`src/rtl/bist_pkg.sv`:
```
// Shared types, constants and helpers for the BIST controller family.
package bist_pkg;

  typedef enum logic [1:0] {
    IDLE  = 2'd0,
    RUN   = 2'd1,
    DRAIN = 2'd2,
    DONE  = 2'd3
  } bist_state_e;

  // Galois feedback taps of the 32-bit pattern generator.
  localparam logic [31:0] LFSR_MASK         = 32'h8020_0003;
  localparam logic [7:0]  DEFAULT_MISR_POLY = 8'h85;
  localparam int          PAT_CNT_W         = 16;
  // Widest CUT input the pattern expander can feed.
  localparam int          PRPG_MAX_W        = 1024;

  function automatic logic [31:0] lfsr_step(input logic [31:0] s);
    return {1'b0, s[31:1]} ^ (s[0] ? LFSR_MASK : 32'h0);
  endfunction

  // Replicates the LFSR word across the pattern, copy 0 in bits [31:0];
  // callers truncate to their CUT input width.
  function automatic logic [PRPG_MAX_W-1:0] prpg_expand(input logic [31:0] lfsr);
    return {(PRPG_MAX_W / 32){lfsr}};
  endfunction

endpackage

```
`src/rtl/bist_misr.sv`:
```
// Multiple-input signature register: clear has priority over enable.
module bist_misr
  import bist_pkg::*;
#(
  parameter int           W    = 108,
  parameter logic [W-1:0] POLY = W'(DEFAULT_MISR_POLY)
) (
  input  logic         clk,
  input  logic         rst_n,
  input  logic         clr,
  input  logic         en,
  input  logic [W-1:0] data_in,
  output logic [W-1:0] sig
);

  logic [W-1:0] sig_q, sig_d;

  // Next signature: clear, shift-with-feedback plus data, or hold.
  always_comb begin
    sig_d = sig_q;
    if (clr) begin
      sig_d = '0;
    end else if (en) begin
      sig_d = {sig_q[W-2:0], 1'b0} ^ (sig_q[W-1] ? POLY : '0) ^ data_in;
    end
  end

  // Signature register.
  always_ff @(posedge clk) begin
    if (!rst_n) sig_q <= '0;
    else        sig_q <= sig_d;
  end

  assign sig = sig_q;

endmodule

// rtl/my_bist_ctrl.sv
// BIST driver/compactor for one combinational benchmark CUT.
// Optional abort support is compiled in with BIST_ABORT_EN.
module my_bist_ctrl
  import bist_pkg::*;
#(
  parameter int               IN_W         = 207,
  parameter int               OUT_W        = 108,
  parameter int               NUM_PATTERNS = 1024,
  parameter int               CUT_LAT      = 0,
  parameter logic [31:0]      LFSR_SEED    = 32'hACE1_0001,
  parameter logic [OUT_W-1:0] MISR_POLY    = OUT_W'(DEFAULT_MISR_POLY)
) (
  input  logic                 clk,
  input  logic                 rst_n,
  input  logic                 start,
  input  logic [OUT_W-1:0]     golden_sig,
  output logic [IN_W-1:0]      cut_in,
  input  logic [OUT_W-1:0]     cut_out,
`ifdef BIST_ABORT_EN
  input  logic                 abort,
  output logic                 aborted,
`endif
  output logic                 busy,
  output logic                 done,
  output logic                 pass,
  output logic [OUT_W-1:0]     signature,
  output logic [PAT_CNT_W-1:0] pat_count
);

  // A zero seed would lock the LFSR at zero.
  localparam logic [31:0]          SEED_EFF   = (LFSR_SEED == 32'h0) ? 32'h1 : LFSR_SEED;
  localparam logic [PAT_CNT_W-1:0] LAST_PAT   = PAT_CNT_W'(NUM_PATTERNS);
  localparam logic [2:0]           DRAIN_LAST = (CUT_LAT > 0) ? 3'(CUT_LAT - 1) : 3'd0;

  bist_state_e            state_q, state_d;
  logic [31:0]            lfsr_q, lfsr_d;
  logic [IN_W-1:0]        cut_in_q, cut_in_d;
  logic [PAT_CNT_W-1:0]   pat_cnt_q, pat_cnt_d;
  logic [CUT_LAT:0]       vpipe_q, vpipe_d;
  logic [2:0]             drain_q, drain_d;
  logic                   done_q, done_d;
  logic                   issue, capture, misr_clr;
`ifdef BIST_ABORT_EN
  logic                   aborted_q, aborted_d;
`endif

  // Sequencing: pattern issue, capture qualification and state transitions.
  always_comb begin
    state_d   = state_q;
    lfsr_d    = lfsr_q;
    cut_in_d  = cut_in_q;
    pat_cnt_d = pat_cnt_q;
    drain_d   = drain_q;
    issue     = 1'b0;
    misr_clr  = 1'b0;
    // Responses are only meaningful while a run is in flight.
    capture   = vpipe_q[CUT_LAT] && (state_q == RUN || state_q == DRAIN);
`ifdef BIST_ABORT_EN
    aborted_d = aborted_q;
`endif
    case (state_q)
      IDLE, DONE: begin
        if (start) begin
          state_d   = RUN;
          misr_clr  = 1'b1;
          lfsr_d    = SEED_EFF;
          pat_cnt_d = PAT_CNT_W'(1);
          issue     = 1'b1;
`ifdef BIST_ABORT_EN
          aborted_d = 1'b0;
`endif
        end
      end
      RUN: begin
        if (pat_cnt_q == LAST_PAT) begin
          state_d = (CUT_LAT > 0) ? DRAIN : DONE;
          drain_d = DRAIN_LAST;
        end else begin
          lfsr_d    = lfsr_step(lfsr_q);
          pat_cnt_d = pat_cnt_q + PAT_CNT_W'(1);
          issue     = 1'b1;
        end
      end
      DRAIN: begin
        if (drain_q == 3'd0) state_d = DONE;
        else                 drain_d = drain_q - 3'd1;
      end
      default: state_d = IDLE;
    endcase
`ifdef BIST_ABORT_EN
    // Abort freezes the signature and drops everything still in flight.
    if (abort && (state_q == RUN || state_q == DRAIN)) begin
      state_d   = IDLE;
      lfsr_d    = lfsr_q;
      pat_cnt_d = pat_cnt_q;
      drain_d   = drain_q;
      issue     = 1'b0;
      capture   = 1'b0;
      aborted_d = 1'b1;
    end
`endif
    if (issue) cut_in_d = IN_W'(prpg_expand(lfsr_d));
    vpipe_d[0] = issue;
    for (int i = 1; i <= CUT_LAT; i++) vpipe_d[i] = vpipe_q[i-1];
`ifdef BIST_ABORT_EN
    if (aborted_d && !aborted_q) vpipe_d = '0;
`endif
    done_d = (state_d == DONE) && (state_q != DONE);
  end

  // Control and pattern registers.
  always_ff @(posedge clk) begin
    if (!rst_n) begin
      state_q   <= IDLE;
      lfsr_q    <= SEED_EFF;
      cut_in_q  <= '0;
      pat_cnt_q <= '0;
      vpipe_q   <= '0;
      drain_q   <= '0;
      done_q    <= 1'b0;
`ifdef BIST_ABORT_EN
      aborted_q <= 1'b0;
`endif
    end else begin
      state_q   <= state_d;
      lfsr_q    <= lfsr_d;
      cut_in_q  <= cut_in_d;
      pat_cnt_q <= pat_cnt_d;
      vpipe_q   <= vpipe_d;
      drain_q   <= drain_d;
      done_q    <= done_d;
`ifdef BIST_ABORT_EN
      aborted_q <= aborted_d;
`endif
    end
  end

  bist_misr #(
    .W    (OUT_W),
    .POLY (MISR_POLY)
  ) u_misr (
    .clk     (clk),
    .rst_n   (rst_n),
    .clr     (misr_clr),
    .en      (capture),
    .data_in (cut_out),
    .sig     (signature)
  );

  assign cut_in    = cut_in_q;
  assign pat_count = pat_cnt_q;
  assign busy      = (state_q == RUN) || (state_q == DRAIN);
  assign done      = done_q;
  assign pass      = (state_q == DONE) && (signature == golden_sig);
`ifdef BIST_ABORT_EN
  assign aborted   = aborted_q;
`endif

endmodule
```
`config.mk`:
```
export PLATFORM = sky130hd
export DESIGN_NAME = my_bist_ctrl
export DESIGN_NICKNAME = d
export VERILOG_FILES = /design/src/rtl/bist_pkg.sv /design/src/rtl/bist_misr.sv /design/src/rtl/my_bist_ctrl.sv
export SDC_FILE = /design/constraint.sdc
export NUM_CORES = 1
export LEC_CHECK = 0
export BUFFER_PORTS_ARGS = -buffer_cell sky130_fd_sc_hd__clkbuf_2
export CAP_MARGIN = 10
export CELL_PAD_IN_SITES_DETAIL_PLACEMENT = 1
export CELL_PAD_IN_SITES_GLOBAL_PLACEMENT = 1
export CORE_AREA = 5 5 214 216
export DETAILED_ROUTE_END_ITERATION = 10
export DIE_AREA = 0 0 219 221
export PLACE_DENSITY = 0.62
export SLEW_MARGIN = 10
export SYNTH_ARGS = -nofsm -noshare
export SYNTH_HDL_FRONTEND = slang
export SYNTH_SLANG_ARGS = --single-unit
```
`constraint.sdc`:
```
create_clock -name clk -period 5 [get_ports clk]
set_clock_uncertainty 0.05 [all_clocks]
set_input_delay 1.5 -clock clk [delete_from_list [all_inputs] [get_ports clk]]
set_output_delay 1.5 -clock clk [all_outputs]
set_load 0.005 [all_outputs]
```
==> summary.txt, run 1 <==
Floorplanning
  • Die area: 48,400 sq um
  • Num ports: 553
  • Die W: 219 um
  • Die Ht: 221 um
  • Core Area: 43,700 sq um
  • Row count: 77
  • Initial Utilization: 24.3%

Timing
  • Slew margin rel.: 28.6%
  • Final setup viols: 0
  • Max Fclk: 0.208 GHz
  • Hold Worst Slack: 413 ps
  • Max Slew Vio Count: 0
  • Hold Vio Cnt, Final: 0
  • Sum Neg Setup Slack: 0 ps
  • RSZ-0062 raised after global routing: false
  • Final period util: 96.4%
  • Worst slew pin tran: 1060 ps
  • Fin crit period: 4820 ps

Route
  • Iter 0 DRT Violations: 471
  • DRT antenna net count: 0
  • Post-route DRC violation count: 0
  • Router iterations before antenna repair: 4
  • Via count: 10.1k
  • Final wirelength: 47,000 um
  • Vias/cell: 4.60
  • Drt wl/cell: 21.4 um

Finish
  • Area Overhead vs Synth: 26.0%
  • Post-layout util: 30.6%
  • Multi-input logic area: 4990 sq um
  • Layout cells sized above 1: 39.0%
  • Nets: 1,817
  • Sequential cell area: 3900 sq um
  • # fillers: 5,384
  • Ant diodes: 0

Power
  • Leak pwr: 5.68 nW
  • Power Dens Cells: 296 nW/um^2
  • VDD IR max: 0.000190 V
  • Power Total: 3.96 mW

Critical path
  • Worst Setup Start Kind: primary input
  • R2r setup slk: 2030 ps
  • Worst Path Max Fanout: 1
  • Reg2Reg Depth: 7
  • WP data arrival: 3270 ps
  • RR Endpoint: cut_in[188]
  • Crit. Startpoint: golden_sig[19]
  • Crit Path Class: primary input to primary output
  • Setup crit end kind: primary output
  • Worst Path Required: 3450 ps
  • FF-to-FF Start: state_q[1]

Logic synthesis
  • Syn Area/Cell: 8.67 sq um
  • EDFF count, synth: 0
  • Mapped Cells: 1,224
  • Fraction of registers with async set/reset: 0%
  • Most frequent cell after synthesis: dfxtp_1
  • Top FF cell, synth: dfxtp_1
  • Mapped cell area: 10,600 sq um
  • Syn nets: 1,451
  • Top post-synthesis cells by area: dfxtp_1 (37%), xnor2_1 (15%), buf_4 (13%)
  • Share of the synthesized area in the top cell type: 36.8%
  • Synth Warn #: 0
  • Synth unique cells: 54
  • Seq cells post-synth: 195
  • Seq/Total Area, Yosys: 36.8%
  • Most common library cells after synthesis: dfxtp_1 (195), buf_4 (177), xnor2_1 (176)
  • Yosys top cell by area: dfxtp_1

Place
  • Detailed placement HPWL: 38,800 um
  • Placer Congestion: 0.945
  • # port buffers: 552

Clock tree
  • Postcts setup bufs: 0
  • Clk buf depth: 2
  • CTS tree: built
  • Hold-fix buffers, CTS: 0
  • H-Tree Depth: 4
  • Clk_lat worst skew: 470 ps
  • Number of gates resized after cts: 0
  • Register clock-pin slew on the reported worst setup and hold paths: 70 ps
  • Root buffer cell: clkbuf_16
  • CTS sink cnt: 195
  • CTS Buf Count: 17

Worst hold path
  • Hold path startpoint: drain_q[1]
  • WHS Path Cells: 2
  • Min-Delay Endpoint: drain_q[1]
  • HP Class: flip-flop to flip-flop

Global routing
  • First-pass GRT wire length: 68,000 um
  • Remaining global-route overflow: 0
  • Largest net degree at the start of global routing: 133
  • Antenna violations before repair: 3
  • GRT Resource Usage Total: 18.7%
  • Vias in the first global route: 10.5k

Run
  • Max-cap violations: 0

Outcome
  • Outcome: finished clean
power breakdown:
group          total [mW]  switching (mW)  internal, mW
sequential           1.77           0.139          1.63
combinational       0.857           0.464         0.393
clock                1.32           0.639         0.686
stage by stage:
step / worst slack, ps / cell area [sq um] / instances
after floorplan: 720 / 10600 / 1224
after global routing: 38.5 / 13400 / 2193
after CTS: 114 / 13400 / 2193
final: 181 / 13400 / 2193
after global placement: 148 / 12800 / 2163
after detailed placement: 131 / 12800 / 2163
cell type report:
| cell class | instances | share of cell area [%] |
|---|---|---|
| inverters | 50 | 1.40 |
| multi-input cells | 742 | 37.3 |
| well taps | 592 | 5.54 |
| repair buffers | 584 | 22.5 |
| flip-flops and latches | 195 | 29.2 |
| clock inverters | 7 | 0.393 |
| clock buffers | 23 | 3.65 |
layout by cell type (no fill, tap or decap), types with 15 or more instances in the layout:
| cell type | instances |
|---|---|
| a21oi_1 | 29 |
| buf_4 | 31 |
| nor2_1 | 154 |
| o21ai_0 | 37 |
| xor2_1 | 15 |
| clkbuf_16 | 17 |
| a211oi_1 | 107 |
| inv_1 | 50 |
| clkbuf_2 | 552 |
| nand4_1 | 23 |
| nor2b_1 | 18 |
| a22oi_1 | 25 |
| dfxtp_1 | 195 |
| nand2_1 | 24 |
| xnor2_1 | 176 |
flip-flops by register name (all words and copies together) (netlist names):
name and flops:
cut_in 32, state_q 2, pat_count 16, lfsr_q 32, u_misr.sig 108, vpipe_q 1
done 1, drain_q 3
worst max-delay path by stage:
stage | to | slack (ps)
CTS | pass | 110
global route | pass | 40
floorplan | pass | 720
detailed placement | pass | 130
finish | pass | 180
global placement | pass | 150
metal layers:
| metal | global-route usage, % | share of wire, % | up-vias |
|---|---|---|---|
| li1 | - | - | 4755 |
| met1 | 19.8 | 37 | 4858 |
| met2 | 33.9 | 51 | 412 |
| met3 | 5.74 | 8.1 | 52 |
| met4 | 8.43 | 4.0 | 2 |
| met5 | 0 | 0.028 | - |
worst max-delay path, cell delays in order:
cell and delay [ps]:
clkbuf_2 90, xnor2_1 140, buf_4 180, nand4_1 200, nor4_1 350, buf_4 170, nand4_1 80, nor4_1 360
clkbuf_2 200
logic make-up (layout without fill, tap and decap cells):
| logic type | after synthesis | count (layout) | share of synthesized area, % |
|---|---|---|---|
| fa+ha+maj | 8 | 8 | 0.943 |
| mux | 4 | 4 | 0.389 |
| simple gates | 288 | 288 | 13.0 |
| xor+xnor | 191 | 191 | 15.8 |
| flops | 195 | 195 | 36.8 |
| compound gates | 251 | 251 | 16.5 |
| buf+inv | 287 | 664 | 16.6 |
Note: power is estimated with default switching activity, not from simulation.
==> inputs of run 2 (changes only) <==
- ABC_AREA: unset -> 1
- CORE_AREA: 5 5 214 216 -> 5 5 211 213
- DIE_AREA: 0 0 219 221 -> 0 0 216 218
- PLACE_DENSITY: 0.62 -> 0.73
==> run 2 against run 1 <==
Clock power up 20%. First-iteration DRC count grew 6.2%. Die area down 2.7%. Critical endpoint unchanged. Highest routed layer unchanged. Sequential share of layout area fell by 1.5 points. Combinational power up 12%. Via count grew 16%. Cell count grew 14%. Clock-buffer cell count fell by 5.
==> summary.txt, run 2 <==
Global routing
  • Vias in the first global route: 12.3k (+17%)
  • First-pass GRT wire length: 77,300 um (+14%)
  • Largest net degree at the start of global routing: 76 (-43%)
  • Remaining global-route overflow: 0 (unchanged)
  • Antenna violations before repair: 7 (+4)
  • GRT Resource Usage Total: 21.8% (+3.1 points)

Finish
  • Layout cells sized above 1: 31.9% (-7.1 points)
  • Design area: 14,100 sq um (+5.6%)
  • Max reg flops: 108 (unchanged)
  • Multi-input logic area: 5440 sq um (+9.1%)
  • Most frequent cells in the layout: clkbuf_2 (552), nor2_1 (246), nand2_1 (219)
  • Area Overhead vs Synth: 22.3%
  • Sequential cell area: 3910 sq um (about the same)
  • Leading cell type in the layout, fill and taps excluded: clkbuf_2
  • # fillers: 5,503 (+2.2%)
  • Post-layout util: 33.2% (+2.7 points)
  • Nets: 2,174 (+20%)

Logic synthesis
  • Synth unique cells: 38 (-30%)
  • Top FF cell, synth: dfxtp_1
  • Yosys top cell by area: dfxtp_1
  • EDFF count, synth: 0 (unchanged)
  • Syn nets: 1,830 (+26%)
  • Top post-synthesis cells by area: dfxtp_1 (34%), buf_4 (12%), xor2_1 (9.6%)
  • Most frequent cell after synthesis: nor2_1
  • Mapped Cells: 1,603 (+31%)
  • Mapped cell area: 11,600 sq um (+8.8%)
  • Share of the synthesized area in the top cell type: 33.8% (-3.0 points)
  • Fraction of registers with async set/reset: 0% (unchanged)
  • Most common library cells after synthesis: nor2_1 (246), nand2_1 (221), dfxtp_1 (195)
  • Seq cells post-synth: 195 (unchanged)
  • Seq/Total Area, Yosys: 33.8% (-3.0 points)
  • Synth Warn #: 0 (unchanged)
  • Syn Area/Cell: 7.21 sq um (-17%)

Clock tree
  • Register clock-pin slew on the reported worst setup and hold paths: 70 ps (about the same)
  • Hold-fix buffers, CTS: 0 (unchanged)
  • CTS tree: built
  • Clk_lat worst skew: 480 ps (about the same)
  • H-Tree Depth: 4 (unchanged)
  • Clk buf depth: 2 (unchanged)
  • Root buffer cell: clkbuf_16
  • Number of gates resized after cts: 0 (unchanged)
  • Postcts setup bufs: 0 (unchanged)
  • CTS Buf Count: 17 (unchanged)
  • CTS sink cnt: 195 (unchanged)

Worst hold path
  • WHS Path Cells: 2 (unchanged)
  • HP Class: flip-flop to flip-flop

Place
  • Placer Congestion: 0.953 (+0.79%)
  • Detailed placement HPWL: 43,500 um (+12%)
  • Placed instance area: 13,500 sq um (+5.0%)
  • # port buffers: 552 (unchanged)

Floorplanning
  • Die area: 47,100 sq um (-2.7%)
  • Core Area: 42,500 sq um (-2.8%)
  • Row count: 76 (-1.3%)
  • Die W: 216 um (-1.4%)
  • Die Ht: 218 um (-1.4%)
  • Num ports: 553 (unchanged)
  • Initial Utilization: 27.2% (+2.9 points)

Run
  • Max-cap violations: 0 (unchanged)

Timing
  • Slew margin rel.: 22.1% (-6.4 points)
  • Max Fclk: 0.220 GHz (+6.1%)
  • Final period util: 90.8% (-5.5 points)
  • Final setup viols: 0 (unchanged)
  • Hold Vio Cnt, Final: 0 (unchanged)
  • Max Slew Vio Count: 0 (unchanged)
  • Worst slew pin tran: 1170 ps (+103 ps)
  • Fin crit period: 4540 ps (-276 ps)
  • RSZ-0062 raised after global routing: false
  • Sum Neg Setup Slack: 0 ps (unchanged)

Power
  • VDD IR max: 0.000221 V (+16%)
  • Power Total: 4.34 mW (+9.8%)
  • Logic pwr share: 22.0% (+0.3 points)
  • Leak pwr: 7.02 nW (+24%)
  • Clk pwr share: 36.6% (+3.1 points)
  • Switch Pwr: 1.41 mW (+13%)
  • Switch share: 32.5% (+1.1 points)
  • Power Dens Cells: 307 nW/um^2 (+3.9%)
  • Sequential Power Share: 41.3% (-3.5 points)
  • Internal Power: 2.93 mW (+8.0%)

Route
  • Vias/cell: 4.65 (+1.1%)
  • Iter 0 DRT Violations: 500 (+6.2%)
  • DRT antenna net count: 0 (unchanged)
  • Drt wl/cell: 21.1 um (-1.4%)
  • Router iterations before antenna repair: 4 (unchanged)
  • Post-route DRC violation count: 0 (unchanged)
  • Via count: 11.7k (+16%)
  • Final wirelength: 53,000 um (+13%)

Critical path
  • Crit Path Class: primary input to primary output
  • Worst Setup Start Kind: primary input
  • Setup crit end kind: primary output
  • WP data arrival: 2990 ps (-280 ps)
  • Worst Path Required: 3450 ps (about the same)
  • Worst Path Max Fanout: 1 (unchanged)
  • Reg2Reg Depth: 7 (unchanged)

Outcome
  • Outcome: finished clean
## run 2: changes by cell type after synthesis, sizes merged, moves of 35 or more
cell | previous run | this run
nor3 | 3 | 52
a211oi | 107 | 72
nor2 | 155 | 256
xnor2 | 176 | 16
a21oi | 30 | 70
nand2 | 25 | 225
inv | 50 | 161
xor2 | 15 | 126
o21ai | 42 | 86
## run 2: area by class of cell
cell class / count / area share (%)
diodes: 1 / 0.0177
clock buffers: 18 / 3.04
clock inverters: 14 / 1.59
inverters: 162 / 4.30
well taps: 546 / 4.84
repair buffers: 561 / 20.0
flip-flops and latches: 195 / 27.6
multi-input cells: 1010 / 38.5
## run 2: kinds of logic after synthesis
logic type,synth area share [%]
and+or+nand+nor,21.8
DFF,33.8
xor gates and xnor gates,10.8
AOI/OAI and AO/OA,13.6
buffers and inverters,19.2
adders and majority gates,0.866
## run 2: critical path: stages
cell	delay, ps
clkbuf_2	100
xnor2_1	130
buf_4	150
nand2_1	130
nor3_1	180
buf_4	150
nand2_1	50
nor2_1	200
nand3_1	120
nor2_1	140
clkbuf_2	150
## run 2: path summary, 6_finish.rpt
check	from	endpoint	slack, ps
max	golden_sig[71]	pass	460
min	drain_q[1]	drain_q[1]	430
max reg2reg	state_q[0]	u_misr.sig[9]	2160
min reg2reg	drain_q[1]	drain_q[1]	430
## run 2: metal layers
metal	part of all wire, %	vias up	GRT usage (%)
met1	37	5491	22.4
li1	-	5642	-
met2	53	447	41.5
met5	0.12	-	0
met4	2.7	8	6.91
met3	7.5	62	7.41
## run 2: power by group through the flow
stage / Clock, mW / Sequential [mW] / Combinational (mW)
4_1_cts: 1.64 / 1.80 / 0.977
3_3_place_gp: 0 / 1.83 / 0.958
3_5_place_dp: 0 / 1.83 / 0.972
6_report: 1.59 / 1.79 / 0.957
5_1_grt: 1.70 / 1.81 / 1.06
2_1_floorplan: 0 / 1.78 / 0.699
## run 2: per-stage QoR
stage / setup WS (ps) / hold slack, ps / instances
after global routing: 276 / 461 / 2506
after floorplan: 1300 / 390 / 1603
after detailed placement: 390 / 415 / 2474
after global placement: 370 / 399 / 2474
final: 458 / 425 / 2507
after CTS: 372 / 429 / 2506
==> inputs of run 3 (changes only) <==
- RECOVER_POWER: unset -> 100
==> run 3 against run 2 <==
The run now ends with capacitance limit, slew limit left. Worst hold slack about the same. Highest routed layer unchanged. Final area decreased by 2.4%. Power decreased by 1.1%. Largest power group unchanged. Die area unchanged. Register-to-register slack got worse by 960 ps. Combinational power decreased by 4.5%. Largest cell class unchanged. Sequential cell count unchanged. Core utilization decreased by 0.79 points. Critical path depth unchanged. Critical path type unchanged.
==> summary.txt, run 3 (same netlist as run 2, synthesis figures left out) <==
Run
  • Max-cap violations: 2 (+2)

Global routing
  • GRT met2 Usage: 41.5% (unchanged)
  • Antenna violations before repair: 8 (+1)
  • First-pass GRT wire length: 77,300 um (unchanged)
  • Met3 GRT Util: 7.41% (unchanged)
  • Remaining global-route overflow: 0 (unchanged)
  • GRT Resource Usage Total: 21.8% (unchanged)
  • Vias in the first global route: 12.3k (unchanged)
  • GRT busiest layer: met2
  • Largest net degree at the start of global routing: 76 (unchanged)
  • M1 GR Usage: 22.4% (unchanged)

Floorplanning
  • Die Ht: 218 um (unchanged)
  • Row count: 76 (unchanged)
  • Initial Utilization: 27.2% (unchanged)
  • Die area: 47,100 sq um (unchanged)
  • Die W: 216 um (unchanged)
  • Num ports: 553 (unchanged)
  • Core Area: 42,500 sq um (unchanged)

Clock tree
  • Hold-fix buffers, CTS: 0 (unchanged)
  • CTS Buf Count: 17 (unchanged)
  • H-Tree Depth: 4 (unchanged)
  • Postcts setup bufs: 0 (unchanged)
  • CTS sink cnt: 195 (unchanged)
  • Number of gates resized after cts: 0 (unchanged)
  • Clk buf depth: 2 (unchanged)
  • Clk_lat worst skew: 480 ps (about the same)
  • CTS tree: built
  • Register clock-pin slew on the reported worst setup and hold paths: 70 ps (about the same)
  • Root buffer cell: clkbuf_16

Power
  • Power Dens Cells: 311 nW/um^2 (+1.4%)
  • Sequential Power Share: 41.7% (+0.4 points)
  • Logic pwr share: 21.3% (-0.7 points)
  • Switch Pwr: 1.40 mW (-0.50%)
  • Leak pwr: 6.26 nW (-11%)
  • Clk pwr share: 37.0% (+0.4 points)
  • Switch share: 32.7% (+0.18 points)
  • Internal Power: 2.89 mW (-1.3%)
  • VDD IR max: 0.000220 V (-0.51%)

Timing
  • Final setup viols: 0 (unchanged)
  • Final period util: 91.6% (+0.75 points)
  • Hold Worst Slack: 425 ps (-0.231 ps)
  • Max Slew Vio Count: 72 (+72)
  • Max Fclk: 0.218 GHz (-0.82%)
  • Sum Neg Setup Slack: 0 ps (unchanged)
  • Hold Vio Cnt, Final: 0 (unchanged)
  • Slew margin rel.: -26.7% (-49 points)
  • Worst slew pin tran: 1900 ps (+733 ps)
  • Fin crit period: 4580 ps (+37.7 ps)
  • RSZ-0062 raised after global routing: false
  • Setup slack after layout: 420 ps (-37.7 ps)

Route
  • Via count: 11.7k (+0.11%)
  • Iter 0 DRT Violations: 522 (+4.4%)
  • Router iterations before antenna repair: 4 (unchanged)
  • Post-route DRC violation count: 0 (unchanged)
  • Vias/cell: 4.65 (+0.11%)
  • DRT antenna net count: 0 (unchanged)
  • Drt wl/cell: 21.2 um (+0.35%)
  • Final wirelength: 53,200 um (+0.35%)

Critical path
  • Worst Path Required: 3450 ps (about the same)
  • Worst Path Max Fanout: 1 (unchanged)
  • Crit Path Class: primary input to primary output
  • WP data arrival: 3030 ps (+40 ps)
  • Setup crit end kind: primary output
  • Worst Setup Start Kind: primary input

Place
  • Detailed placement HPWL: 43,500 um (unchanged)
  • Placed instance area: 13,500 sq um (unchanged)
  • Place WS: 390 ps (unchanged)
  • # port buffers: 552 (unchanged)
  • Placer Congestion: 0.953 (unchanged)

Worst hold path
  • HP Class: flip-flop to flip-flop

Finish
  • Area Overhead vs Synth: 19.3%
  • Max reg flops: 108 (unchanged)
  • Leading cell type in the layout, fill and taps excluded: clkbuf_2
  • Layout cells sized above 1: 19.9% (-12 points)
  • # fillers: 5,550 (+0.85%)
  • Nets: 2,174 (unchanged)
  • Design area: 13,800 sq um (-2.4%)
  • Most frequent cells in the layout: clkbuf_2 (333), nor2_1 (250), clkbuf_1 (222)

Outcome
  • Failing checks: capacitance limit, slew limit
  • Outcome: complete, but fails checks
-- run 3: through the flow --
stage | cells | util (%) | total power [mW]
floorplan | 1603 | - | 2.48
global placement | 2474 | 31.7 | 2.78
detailed placement | 2474 | 31.7 | 2.80
CTS | 2506 | 33.2 | 4.41
global route | 2506 | 32.4 | 4.53
finish | 2507 | 32.4 | 4.29
-- run 3: cell type report --
| type | instances | area, sq um | share of cell area (%) |
|---|---|---|---|
| Clock buffer | 18 | 429 | 3.11 |
| Tap cell | 546 | 683 | 4.95 |
| Inverter | 162 | 608 | 4.41 |
| Multi-Input combinational cell | 1010 | 5390 | 39.1 |
| Antenna cell | 1 | 2.50 | 0.0181 |
| Clock inverter | 14 | 225 | 1.63 |
| Sequential cell | 195 | 3910 | 28.3 |
| Timing Repair Buffer | 561 | 2540 | 18.4 |
-- run 3: per-layer routing --
metal | up-vias | part of all wire (%)
li1 | 5653 | -
met3 | 68 | 7.6
met5 | - | 0.12
met1 | 5498 | 37
met2 | 436 | 53
met4 | 8 | 2.9
-- run 3: path summary, 6_finish.rpt --
path / from / endpoint / slack (ps) / depth (start not counted)
setup / recovery: golden_sig[71] / pass / 420 / 11
hold / removal: drain_q[1] / drain_q[1] / 430 / 2
setup reg to reg: state_q[0] / lfsr_q[16] / 1200 / 8
hold reg to reg: drain_q[1] / drain_q[1] / 430 / 2
-- run 3: power by group through the flow --
stage / Clock (mW) / Combinational, mW / Sequential, mW
3_5_place_dp: 0 / 0.972 / 1.83
6_report: 1.59 / 0.914 / 1.79
5_1_grt: 1.70 / 1.02 / 1.81
2_1_floorplan: 0 / 0.699 / 1.78
3_3_place_gp: 0 / 0.958 / 1.83
4_1_cts: 1.64 / 0.977 / 1.80
-- run 3: critical path, cell delays in order --
cell	delay, ps
clkbuf_2	100
xnor2_1	130
buf_4	140
nand2_1	120
nor3_1	180
buf_4	150
nand2_1	50
nor2_1	220
nand3_1	120
nor2_1	130
clkbuf_1	170
